### src/rtl/bitty_ctrl_seq.sv
// Bitty control sequencer: a four-state FSM (IDLE, S_LOAD, C_LOAD, WRITE) that turns one
// captured instruction into bus, latch and register-write strobes. Optional stall gate: CTRL_STALL_EN.
module bitty_ctrl_seq #(
  parameter int  NREGS  = 8,
  parameter int  ALU_W  = 3,
  parameter int  INST_W = 16,
  localparam int RSW    = $clog2(NREGS)
) (
  input  logic              clk,
  input  logic              reset,
  input  logic [INST_W-1:0] inst,
  input  logic              inst_valid,
  output logic              inst_ready,
  input  logic              stall,
  output logic [ALU_W-1:0]  alu_sel,
  output logic [RSW:0]      mux_sel,
  output logic [NREGS-1:0]  reg_enable,
  output logic              s_enable,
  output logic              c_enable,
  output logic              done,
  output logic [15:0]       retired
);

  typedef enum logic [1:0] {IDLE, S_LOAD, C_LOAD, WRITE} state_t;

  state_t            state_q, state_d;
  logic [INST_W-1:0] inst_q;
  logic [15:0]       retired_q;
  logic              hold;
  logic              accept;

  logic [RSW-1:0]    rx, ry;
  logic [ALU_W-1:0]  alu;
  logic [1:0]        mode;

`ifdef CTRL_STALL_EN
  assign hold = stall;
`else
  logic stall_unused;
  assign hold         = 1'b0;
  assign stall_unused = stall;
`endif

  // Fields come from the captured copy so the source may change right after acceptance.
  assign rx   = inst_q[INST_W-1 -: RSW];
  assign ry   = inst_q[INST_W-RSW-1 -: RSW];
  assign alu  = inst_q[ALU_W+1:2];
  assign mode = inst_q[1:0];

  logic inst_unused;
  assign inst_unused = ^inst_q;

  // Gated by reset directly so no accept is advertised while reset is held.
  assign inst_ready = reset && !hold && (state_q == IDLE || state_q == WRITE);
  assign accept     = inst_valid && inst_ready;
  assign retired    = retired_q;

  // NOTE: sequential state uses non-blocking assignments so every flop samples pre-edge values.
  always_ff @(posedge clk or negedge reset) begin
    if (!reset) begin
      state_q   <= IDLE;
      inst_q    <= '0;
      retired_q <= '0;
    end else begin
      state_q <= state_d;
      if (accept)
        inst_q <= inst;
      if (done)
        retired_q <= retired_q + 16'd1;
    end
  end

  // NOTE: every output gets a default first so no path through the case infers a latch.
  always_comb begin
    state_d    = state_q;
    alu_sel    = '0;
    mux_sel    = '0;
    reg_enable = '0;
    s_enable   = 1'b0;
    c_enable   = 1'b0;
    done       = 1'b0;

    case (state_q)
      IDLE: begin
        if (accept)
          state_d = S_LOAD;
      end
      S_LOAD: begin
        alu_sel  = alu;
        mux_sel  = {1'b0, rx};
        s_enable = !hold;
        state_d  = C_LOAD;
      end
      C_LOAD: begin
        alu_sel  = alu;
        mux_sel  = {(mode == 2'b01), ry};
        c_enable = !hold;
        state_d  = WRITE;
      end
      WRITE: begin
        alu_sel = alu;
        mux_sel = {1'b0, rx};
        done    = !hold;
        // Modes 10/11 are NOPs: they retire but never write the register file.
        if (!hold && !mode[1])
          reg_enable = NREGS'(1) << rx;
        state_d = accept ? S_LOAD : IDLE;
      end
      default: state_d = IDLE;
    endcase

    if (hold)
      state_d = state_q;
  end

endmodule

### config.mk
export PLATFORM = sky130hd
export DESIGN_NAME = bitty_ctrl_seq
export DESIGN_NICKNAME = d
export VERILOG_FILES = /design/src/rtl/bitty_ctrl_seq.sv
export SDC_FILE = /design/constraint.sdc
export NUM_CORES = 1
export LEC_CHECK = 0
export CAP_MARGIN = 20
export CORE_MARGIN = 1
export CORE_UTILIZATION = 35
export CTS_CLUSTER_DIAMETER = 80
export DETAILED_ROUTE_END_ITERATION = 8
export GPL_TIMING_DRIVEN = 0
export PLACE_DENSITY = 0.65
export SLEW_MARGIN = 20
export SYNTH_ARGS = -nofsm -noshare
export SYNTH_HDL_FRONTEND = slang
export SYNTH_SLANG_ARGS = --single-unit
### constraint.sdc
create_clock -name clk -period 2.2 [get_ports clk]
set_input_delay 0.22 -clock clk [delete_from_list [all_inputs] [get_ports clk]]
set_output_delay 0.22 -clock clk [all_outputs]
set_load 0.005 [all_outputs]
==> results.cfg <==
[global_routing]
antenna_found_initial = 0
grt_pass1_wl_um = 5600
grt_max_degree = 32
grt_overflow = 0
track_usage_pct = 17.1
grt_pass1_vias = 1202

[drt]
ant_nets = 0
avgViaCountPerCell = 5.06
first_pass_iters = 4
vias = 1183
wl_per_cell_um = 14.8
drt-initial-drc-count = 79
drt_wl_total_um = 3460
drc = 0

[yosys]
yosys.area.top_type = dfrtp_1
synth-edff-count = 0
yosys.cell_types.count = 26
yosys_warnings = 0
synth_flop_cell = dfrtp_1
async_reset_ff_share_pct = 100
synth_top_cell_area_share_pct = 48.6
synth-seq-area-share_pct = 48.6
synthTopCellsByCount = 29 x dfrtp_1, 13 x mux2_2, 12 x xor2_1, 11 x nand2_1, 8 x nor3_1
ys_seq_elements = 29
syn_avg_cell_area_um2 = 11.6
netlist_area_um2 = 1490
syn_inst = 129
synthesis.nets = 155
yosysMostFrequentCell = dfrtp_1
synth_area_leaders = dfrtp_1 49%, mux2_2 9.8%, xor2_1 7.0%, ha_1 5.0%, nor4_2 4.2%

[sta]
skew_ps = 7.23
fmax_mhz = 464
report.final.slew_viol_count = 0
hold_viol_final = 11
finalCriticalPeriod_ps = 2150
max_slew_margin_pct = 51.5
rsz0062_at_grt = false
setup_viol = 0
worst_slew_pin_slew_ps = 727
post-route-period-util_pct = 97.9
hold_ws_ps = -7.85

[clocking]
numCtsBuffers = 5
h-tree-depth = 2
clk_latency_ps = 280
cts_tree = done
cts_setup_buffers = 0
cts_hold_buf = 0
clock_sinks = 29
cts_root_buf = clkbuf_8
clockBufferDepth = 2
path_clk_slew_ps = 70

[setup_path]
r2r_setup_slack_ps = 390
criticalPathCategory = flop to output port
critPathCaptureType = output port
arrival_ps = 1930
worstSetupStartpointType = flop
path_max_fanout = 10
required_ps = 1980

[finish]
nNetsFinal = 209
post-route-util_pct = 53.1
fillerInstances = 353
instances_no_fill = 234
area_growth_pct = 44.2
layout-drive-gt1-share_pct = 22.8
multi_input_area_um2 = 761
seqCellArea_um2 = 728
insertedDiodeCount = 0

[outcome]
violations = hold timing
status = complete, but fails checks

[power]
leakagePower_uw = 0.000937
p_per_area_nw_per_um2 = 1150
ir_worst_vdd_mv = 0.662

[floorplan]
die_h_um = 67.3
die_w_um = 67.3
fp.coreArea_um2 = 4060
die_area_um2 = 4530
io_pins = 55
rows = 23
start_util_pct = 36.8

[placement]
gp_congestion = 0.701
io_buffers = 48
dpl.cell_count = 227
dp_hpwl_um = 2490

[flow_run]
cap_violations = 0

[min_path]
hp-class = primary input to async pin
## report_power, final
part	total (uW)	switching, uW	internal (uW)
Clock	430	213	218
Combinational	1120	456	668
Sequential	929	217	712
Total	2480	886	1600
## cell families after synthesis
group / share of synthesized area, %
fa+ha+maj: 5.02
mux: 9.80
simple gates: 21.9
flops: 48.6
xor+xnor: 8.79
buf+inv: 2.60
compound gates: 3.35
## cells in the final DEF, fill, tap and decap left out, types with 3 or more instances in the layout
master | Yosys | final
dfrtp_1 | 29 | 27
nor2_1 | 4 | 4
xor2_1 | 12 | 12
nor4_1 | 3 | 3
mux2_2 | 13 | 13
clkdlybuf4s50_1 | 0 | 46
o21ai_0 | 4 | 4
nand2_1 | 11 | 11
a21oi_1 | 3 | 3
nor2b_1 | 4 | 4
ha_2 | 0 | 3
nand4_1 | 6 | 6
inv_1 | 4 | 3
nor3_1 | 8 | 7
xnor2_1 | 3 | 3
nor4_2 | 5 | 5
clkbuf_8 | 0 | 5
## path summary, 6_finish.rpt
kind | to | from | depth (start not counted)
worst min-delay path | retired[13] | reset | 1
min in group clk | retired[15] | retired[15] | 1
worst max register to register | inst_q[13] | state_q[1] | 5
worst max-delay path | reg_enable[4] | state_q[0] | 5
worst min register to register | retired[15] | retired[15] | 1
max in group asynchronous | state_q[0] | reset | 1
## sequential cells by signal, indices dropped and copies added, names as in the netlist
register	cells
inst_q	11
retired	16
state_q	2
## critical path: stages (launching register included)
cell and delay (ps):
dfrtp_2 420, ha_4 190, buf_4 170, nand2_1 80
nor4_1 210, clkdlybuf4s50_1 570
## layer usage
layer | up-vias | GRT usage [%] | wire length [um]
li1 | 563 | - | -
met1 | 570 | 19.6 | 1490
met2 | 46 | 28.5 | 1700
met3 | 4 | 6.59 | 237
met4 | 0 | 6.38 | 35
met5 | - | 0 | 0
## repair_timing
item / in CTS / in global routing
endpoints found under the setup margin: 9 / 8
hold endpoints to repair: 0 / 0
resized for setup: 9 / 5
gates cloned: 0 / 0
## through the flow
stage | total power [uW] | worst slack (ps) | hold WS (ps) | setup TNS [ps] | instance area, um^2
2_1_floorplan | 1460 | 612 | -75.6 | 0 | 1490
3_3_place_gp | 1960 | -485 | 460 | -5550 | 2040
3_5_place_dp | 2000 | 24.0 | 317 | 0 | 2030
4_1_cts | 2500 | 32.3 | 6.94 | 0 | 2140
5_1_grt | 2670 | 9.19 | 29.4 | 0 | 2150
6_report | 2480 | 45.3 | -7.85 | 0 | 2150
## area by class of cell
class | instances | area share [%]
plain buffers | 3 | 1.10
clock buffers | 5 | 3.19
multi-input cells | 92 | 35.3
flip-flops and latches | 29 | 33.8
inverters | 4 | 0.697
clock inverters | 3 | 0.813
repair buffers | 48 | 22.2
well taps | 50 | 2.90
Power figures use the tool's default switching activity.
